**src/rtl/deco_pkg.sv**
```systemverilog
// Shared definitions for the DECO soft-decision Viterbi decoder.
// Holds the controller state encoding, the default geometry constants, the
// path-metric width, the encoder output table and the branch-metric helper.
// Optional feature macro: DECO_SOFT_EN (consumed in deco.sv).
package deco_pkg;

  localparam int DECO_WORD_W  = 21;
  localparam int DECO_SYM_W   = 4;
  localparam int DECO_N_STEPS = 7;
  localparam int DECO_N_WORDS = 4;
  localparam int N_STATES     = 4;
  localparam int MET_W        = 10;

  localparam logic signed [MET_W-1:0] METRIC_INIT = -10'sd256;

  typedef enum logic [2:0] {
    IDLE,
    LOAD,
    ACS,
    TRACE,
    DONE
  } state_t;

  // Encoder outputs {c2,c1,c0} indexed by {prev_state[1:0], u}.
  // prev_state = {m1,m0}: c0 = u, c1 = u^m1^m0, c2 = u^m0.
  localparam logic [7:0][2:0] ENC_TABLE = {
    3'b011, 3'b100, 3'b101, 3'b010,
    3'b001, 3'b110, 3'b111, 3'b000
  };

  // Correlation metric: each symbol counts positive when the expected bit
  // is 1 and negative when it is 0, so larger is a better match.
  function automatic logic signed [MET_W-1:0] branch_metric(
    input logic [2:0]              code,
    input logic signed [MET_W-1:0] s_sys,
    input logic signed [MET_W-1:0] s_p1,
    input logic signed [MET_W-1:0] s_p2
  );
    logic signed [MET_W-1:0] acc;
    acc = code[0] ? s_sys : -s_sys;
    acc = acc + (code[1] ? s_p1 : -s_p1);
    acc = acc + (code[2] ? s_p2 : -s_p2);
    return acc;
  endfunction

endpackage

```
**src/rtl/deco_acs_unit.sv**
```systemverilog
// Single-state add-compare-select for the 4-state trellis.
// Ports:
//   sym_sys, sym_p1, sym_p2 : mapped symbol values for the current step
//   pm_lo, pm_hi            : path metrics of the two predecessor states
//   pm_new                  : surviving path metric for this state
//   decision                : 1 when the higher-index predecessor survives
// STATE selects which trellis state this instance serves.
module deco_acs_unit
  import deco_pkg::*;
#(
  parameter logic [1:0] STATE = 2'd0
) (
  input  logic signed [MET_W-1:0] sym_sys,
  input  logic signed [MET_W-1:0] sym_p1,
  input  logic signed [MET_W-1:0] sym_p2,
  input  logic signed [MET_W-1:0] pm_lo,
  input  logic signed [MET_W-1:0] pm_hi,
  output logic signed [MET_W-1:0] pm_new,
  output logic                    decision
);

  // State {u,m1} is reached from {m1,0} and {m1,1} with input u = STATE[1].
  localparam logic [2:0] CODE_LO = ENC_TABLE[{STATE[0], 1'b0, STATE[1]}];
  localparam logic [2:0] CODE_HI = ENC_TABLE[{STATE[0], 1'b1, STATE[1]}];

  logic signed [MET_W-1:0] cand_lo;
  logic signed [MET_W-1:0] cand_hi;

  // Strict greater-than keeps the lower-index predecessor on a tie.
  always_comb begin
    cand_lo  = pm_lo + branch_metric(CODE_LO, sym_sys, sym_p1, sym_p2);
    cand_hi  = pm_hi + branch_metric(CODE_HI, sym_sys, sym_p1, sym_p2);
    decision = (cand_hi > cand_lo);
    pm_new   = decision ? cand_hi : cand_lo;
  end

endmodule

```
**src/rtl/deco.sv**
```systemverilog
// DECO: soft-decision Viterbi decoder for a terminated rate-1/3, 4-state
// convolutional code. An 84-bit frame arrives as four 21-bit words, is
// decoded over 7 trellis steps (5 info + 2 tail) and the 5 info bits are
// presented on data_o together with a one-cycle done_o pulse.
// Ports:
//   clk_p_i   : clock, rising edge
//   reset_n_i : asynchronous active-low reset
//   start_i   : frame-load strobe, one word captured per high cycle
//   data_i    : frame word
//   data_o    : decoded info bits, held until the next result
//   done_o    : one-cycle result-valid pulse
// Macro DECO_SOFT_EN: when defined, symbols are used at full soft value;
// otherwise each symbol is sliced to +1/-1 before metric computation.
module deco
  import deco_pkg::*;
#(
  parameter int WORD_W  = DECO_WORD_W,
  parameter int SYM_W   = DECO_SYM_W,
  parameter int N_STEPS = DECO_N_STEPS
) (
  input  logic              clk_p_i,
  input  logic              reset_n_i,
  input  logic              start_i,
  input  logic [WORD_W-1:0] data_i,
  output logic [N_STEPS-3:0] data_o,
  output logic              done_o
);

  localparam int INFO_W  = N_STEPS - 2;
  localparam int STEP_W  = 3 * SYM_W;
  localparam int FRAME_W = DECO_N_WORDS * WORD_W;

  localparam logic [2:0] WORDS_FULL = 3'(DECO_N_WORDS);
  localparam logic [2:0] STEP_LAST  = 3'(N_STEPS - 1);

  localparam logic signed [MET_W-1:0] POS_ONE = 10'sd1;
  localparam logic signed [MET_W-1:0] NEG_ONE = -10'sd1;

  state_t state;
  state_t next_state;

  logic [2:0]              word_cnt;
  logic [2:0]              step;
  logic [FRAME_W-1:0]      frame;
  logic [STEP_W-1:0]       step_bits;
  logic signed [MET_W-1:0] sym_m   [3];
  logic signed [MET_W-1:0] pm      [N_STATES];
  logic signed [MET_W-1:0] pm_next [N_STATES];
  logic [N_STATES-1:0]     dec;
  logic [N_STATES-1:0]     surv    [N_STEPS];
  logic [INFO_W-1:0]       info_bits;
  logic [1:0]              trace_state;

  function automatic logic signed [MET_W-1:0] map_sym(input logic signed [SYM_W-1:0] v);
`ifdef DECO_SOFT_EN
    return MET_W'(v);
`else
    return (v >= 0) ? POS_ONE : NEG_ONE;
`endif
  endfunction

  // State register.
  always_ff @(posedge clk_p_i or negedge reset_n_i) begin
    if (!reset_n_i) state <= IDLE;
    else            state <= next_state;
  end

  // Next-state logic. A load that ends before all four words arrive is
  // dropped silently; extra start cycles after a full load are ignored.
  always_comb begin
    next_state = state;
    case (state)
      IDLE:    if (start_i) next_state = LOAD;
      LOAD:    if (!start_i) next_state = (word_cnt == WORDS_FULL) ? ACS : IDLE;
      ACS:     if (step == STEP_LAST) next_state = TRACE;
      TRACE:   next_state = DONE;
      DONE:    next_state = IDLE;
      default: next_state = IDLE;
    endcase
  end

  // Frame capture: word k lands at frame[21k +: 21] in arrival order.
  always_ff @(posedge clk_p_i or negedge reset_n_i) begin
    if (!reset_n_i) begin
      word_cnt <= '0;
      frame    <= '0;
    end else begin
      case (state)
        IDLE: begin
          if (start_i) begin
            frame[WORD_W-1:0] <= data_i;
            word_cnt          <= 3'd1;
          end else begin
            word_cnt <= '0;
          end
        end
        LOAD: begin
          if (start_i && (word_cnt != WORDS_FULL)) begin
            frame[word_cnt*WORD_W +: WORD_W] <= data_i;
            word_cnt                         <= word_cnt + 3'd1;
          end
        end
        default: word_cnt <= '0;
      endcase
    end
  end

  // Symbols for the current trellis step, mapped according to DECO_SOFT_EN.
  assign step_bits = frame[step*STEP_W +: STEP_W];

  always_comb begin
    for (int i = 0; i < 3; i++) begin
      sym_m[i] = map_sym(step_bits[i*SYM_W +: SYM_W]);
    end
  end

  // One ACS per trellis state; predecessors of {u,m1} are {m1,0} and {m1,1}.
  for (genvar g = 0; g < N_STATES; g++) begin : g_acs
    deco_acs_unit #(
      .STATE (2'(g))
    ) u_acs (
      .sym_sys  (sym_m[0]),
      .sym_p1   (sym_m[1]),
      .sym_p2   (sym_m[2]),
      .pm_lo    (pm[2*(g%2)]),
      .pm_hi    (pm[2*(g%2)+1]),
      .pm_new   (pm_next[g]),
      .decision (dec[g])
    );
  end

  // Path metrics sit at their start values outside ACS so every frame
  // begins from state 0; during ACS one trellis step is applied per cycle
  // and its four decision bits are stored for traceback.
  always_ff @(posedge clk_p_i or negedge reset_n_i) begin
    if (!reset_n_i) begin
      step <= '0;
      for (int s = 0; s < N_STATES; s++) begin
        pm[s] <= (s == 0) ? '0 : METRIC_INIT;
      end
      for (int t = 0; t < N_STEPS; t++) begin
        surv[t] <= '0;
      end
    end else if (state == ACS) begin
      step       <= (step == STEP_LAST) ? '0 : step + 3'd1;
      surv[step] <= dec;
      for (int s = 0; s < N_STATES; s++) begin
        pm[s] <= pm_next[s];
      end
    end else begin
      step <= '0;
      for (int s = 0; s < N_STATES; s++) begin
        pm[s] <= (s == 0) ? '0 : METRIC_INIT;
      end
    end
  end

  // Traceback from terminal state 0. The input bit of each step is the MSB
  // of the state it lands in; the decision bit recovers the old m0. Tail
  // steps need no special handling because paths into state 0 at the end
  // are forced through u=0 by the trellis itself.
  always_comb begin
    trace_state = 2'b00;
    info_bits   = '0;
    for (int t = N_STEPS - 1; t >= 0; t--) begin
      if (t < INFO_W) info_bits[t] = trace_state[1];
      trace_state = {trace_state[0], surv[t][trace_state]};
    end
  end

  // Result register: data_o and done_o change together on the TRACE edge,
  // and data_o keeps its value until the next result.
  always_ff @(posedge clk_p_i or negedge reset_n_i) begin
    if (!reset_n_i) begin
      data_o <= '0;
      done_o <= 1'b0;
    end else begin
      done_o <= (state == TRACE);
      if (state == TRACE) data_o <= info_bits;
    end
  end

endmodule

```
**config.mk**
```make
export PLATFORM = sky130hd
export DESIGN_NAME = deco
export DESIGN_NICKNAME = d
export VERILOG_FILES = /design/src/rtl/deco_pkg.sv /design/src/rtl/deco_acs_unit.sv /design/src/rtl/deco.sv
export SDC_FILE = /design/constraint.sdc
export NUM_CORES = 1
export LEC_CHECK = 0
export ABC_AREA = 1
export BUFFER_PORTS_ARGS = -buffer_cell sky130_fd_sc_hd__buf_2
export CAP_MARGIN = 25
export CORE_MARGIN = 2
export CORE_UTILIZATION = 50
export CTS_CLUSTER_SIZE = 20
export DETAILED_ROUTE_END_ITERATION = 12
export GPL_TIMING_DRIVEN = 0
export PLACE_DENSITY = 0.73
export SLEW_MARGIN = 20
export SYNTH_ARGS = -nofsm -noshare
export SYNTH_HDL_FRONTEND = slang
export SYNTH_SLANG_ARGS = --single-unit
```
**constraint.sdc**
```tcl
create_clock -name clk_p_i -period 5.3 [get_ports clk_p_i]
set_input_delay 0.53 -clock clk_p_i [delete_from_list [all_inputs] [get_ports clk_p_i]]
set_output_delay 0.53 -clock clk_p_i [all_outputs]
set_load 0.01 [all_outputs]
```
==> results.txt <==
The count of cell types in the netlist was 52; the number of iterations in the first detailed-routing pass was 5. At the later pin of the worst-skew pair, clock insertion delay measures 360 ps. The run gives 0 as the total DRC errors in the routed layout. Setup slack of the critical path after layout: -115.3 ps. Initial standard-cell utilization of the core: 51.03%. The master cell of the clock root buffer was sky130_fd_sc_hd__clkbuf_16. Clock-pin slew was measured on the worst setup and hold paths at 70 ps. Timing would allow up to 184.7 MHz. The primary flip-flop cell chosen by synthesis mapping was sky130_fd_sc_hd__dfrtp_1.

Summed over its instances, the top area cell type makes up 21.35% of the synthesized netlist area. For this run the aggregate overflow at the end of global routing stands at 0. The actual slew at the worst max-slew pin is 707.4 ps.

The critical path is of the register to register type. Setup violations remaining at the end of the flow were counted as 9. The checks that failed: negative setup slack. In the synthesized netlist, the number of instances is 1279.

The cell family contributing the most delay on the critical path is adder cells. TritonCTS built the clock tree. After detailed routing, the total wire length is 23910 microns.

Counting flops and latches in the post-synthesis netlist gives 91. The mapped netlist covers 9963 sq um. For this run, the post-layout net count is 1576.

By count the netlist is led by sky130_fd_sc_hd__inv_1, sky130_fd_sc_hd__nand2_1, sky130_fd_sc_hd__ha_1. Max-cap violations in this run came to 0. The number of global-route vias before repair was 8181; the placer's final routability congestion estimate was 0.9400. The floorplan has 51 rows.

For the total routing usage reported by global routing, the log shows 22.53%. The critical path's largest stage delay works out to 520 ps. The core box area was 19530 sq um.

After synthesis, the share of flip-flops with an asynchronous set or reset is 100.0%. Along the worst path, the maximum fanout reaches 6. The flow ran to the end, but the final reports show violations. Measured on the finished design, the core utilization comes to 59.94%. Counting every net in the synthesized netlist gives 1488.

Relative to the synthesized area, the layout overhead comes to 17.47%. Setup repair after global routing could not meet its margin everywhere. The number of antenna violations at the first check in global routing was 0. The maximum clock skew at final layout was 10.51 ps. Summed over all instances, the cell type with the most area after synthesis is sky130_fd_sc_hd__dfrtp_1. The HPWL after detailed placement is 17710 microns. The count of flip-flops with a built-in enable after synthesis is 0, and the share of cells above drive strength 1 is 18.08%. The master of the slowest instance on the critical path is sky130_fd_sc_hd__fa_1.

CTS built an H-tree with a depth of 3. The detailed router placed 8507 vias in this run. The worst setup path is launched from a register.

From bottom edge to top edge, the die measures 145.2 microns. In this run the count of I/O pins placed on the die edge is 30. STA puts the critical path data arrival time at 5690 ps. The clock sink count was 91. The first global-routing pass estimated 38810 microns of wire. The count of buffers added on input and output ports is 29. For the number of antenna cells inserted, the log shows 0. After synthesis, the cell types taking the most area are sky130_fd_sc_hd__dfrtp_1, sky130_fd_sc_hd__fa_1, sky130_fd_sc_hd__ha_1. Measured along the x axis, the die boundary spans 145.2 microns. The post-detailed-route wirelength per cell works out to 14.61 microns. Entering global routing, the biggest net connects 74 pins. The smallest hold slack is 5.691 ps. The worst path uses 102.2% of the clock period. Library cell with the highest instance count after synthesis: sky130_fd_sc_hd__inv_1. The number of hold-slack violations in the final timing report came out at 0. The worst hold-check path type was primary input to asynchronous set/reset pin.

The average cell area after synthesis came out at 7.790 sq um. Shortest clock period the worst path allows after layout: 5415 ps. The number of buffer and inverter stages on the critical path is 9. The number of slew-limit violations in the final report was 0; the overall die area was 21070 sq um. The number of nets still failing antenna checks after routing is 0. For this block, the initial DRC count from the detailed router was 444. For the worst setup path, the data required time is 5570 ps. The worst max-slew margin expressed relative to the limit is 52.67%, and the vias per cell is 5.197. STA classifies the critical path endpoint as a register. For the sequential share of the synthesized area, the log shows 22.93%. The longest clock path from root to sink contains 2 buffers. For this run, the number of Yosys warnings is 0.

The number of CTS-inserted buffers came out at 9.
what timing repair did:
| item | 4_1_cts | 5_1_grt |
|---|---|---|
| pin swaps | 7 | 41 |
| gates cloned | 1 | 2 |
| gates resized for setup | 56 | 114 |
| buffers inserted | 17 | 27 |
| hold buffers | 0 | 0 |
| endpoints found under the setup margin | 55 | 55 |
path summary, 6_finish.rpt:
kind	from	end	slack, ps	cells after the start
hold reg to reg	data_o[0]$_DFFE_PN0P_	data_o[0]$_DFFE_PN0P_	480	2
hold / removal	reset_n_i	surv[17]$_DFFE_PN0P_	6	1
setup reg to reg	step[1]$_DFF_PN0_	pm[10]$_DFF_PN0_	-120	31
max in group asynchronous	reset_n_i	pm[28]$_DFF_PN1_	4630	2
min in group clk_p_i	data_i[6]	frame[27]$_DFFE_PN0P_	410	3
setup / recovery	step[1]$_DFF_PN0_	pm[10]$_DFF_PN0_	-120	31
stage by stage:
stage,TNS (ps),instance area (sq um),setup WS [ps],instances
2_1_floorplan,0,9970,34.49,1279
3_3_place_gp,-38410,10450,-953.1,1573
3_5_place_dp,-42020,10480,-1016,1574
4_1_cts,-6.174,11140,-6.174,1608
5_1_grt,-9523,11700,-340.1,1637
6_report,-362.7,11700,-115.3,1637
layout by cell type (no fill, tap or decap), types with 12 or more instances in the layout:
master                     instances
sky130_fd_sc_hd__inv_1           243
sky130_fd_sc_hd__nand2_1         231
sky130_fd_sc_hd__ha_1             98
sky130_fd_sc_hd__dfrtp_1          85
sky130_fd_sc_hd__fa_1             66
sky130_fd_sc_hd__nor2_1           62
sky130_fd_sc_hd__a21oi_1          60
sky130_fd_sc_hd__nand3_1          50
sky130_fd_sc_hd__o21ai_0          47
sky130_fd_sc_hd__buf_4            41
sky130_fd_sc_hd__xor2_1           39
sky130_fd_sc_hd__buf_2            31
sky130_fd_sc_hd__nand4_1          29
sky130_fd_sc_hd__o21ai_1          25
sky130_fd_sc_hd__clkbuf_1         24
sky130_fd_sc_hd__nand2_2          19
sky130_fd_sc_hd__a21oi_2          15
sky130_fd_sc_hd__xnor2_1          13
sky130_fd_sc_hd__buf_6            12
flip-flops by register name, indices dropped and copies added, names as in the netlist:
name	count
data_o	5
info_bits	1
step	3
state	3
frame	21
done_o	1
pm	40
word_cnt	3
surv	14
cells by family after synthesis:
family / Yosys count / share of synthesized area, %
xor gates and xnor gates: 57 / 5.161
and+or+nand+nor: 449 / 20.51
buffers and inverters: 303 / 11.84
DFF: 91 / 22.93
adders and majority gates: 185 / 28.66
AOI/OAI and AO/OA: 194 / 10.90
layout make-up:
cell class	instances	area (sq um)
multi-input cells	887	6983
well taps	265	331.6
fillers	1679	7823
clock buffers	11	252.7
plain buffers	37	207.7
clock inverters	5	43.79
flip-flops and latches	91	2285
inverters	266	1047
repair buffers	75	553.0
worst reg2reg max path: cells and delay by family (launching register included):
family / cells / cell delay [ps]
adders and majority gates: 5 / 1650
buffers and inverters: 9 / 820
xor gates and xnor gates: 1 / 160
DFF: 1 / 440
AOI/OAI and AO/OA: 8 / 1370
and+or+nand+nor: 8 / 910
per-layer routing:
layer	track usage (%)	vias to the layer above	part of all wire [%]
li1	-	4236	-
met1	30.23	3970	44
met2	37.76	245	48
met3	2.516	56	4.7
met4	8.382	0	3.0
met5	0	-	0
Power is left out: the tool's default activity adds up to more than one toggle a clock period on the data nets, which glitch-free logic cannot reach.
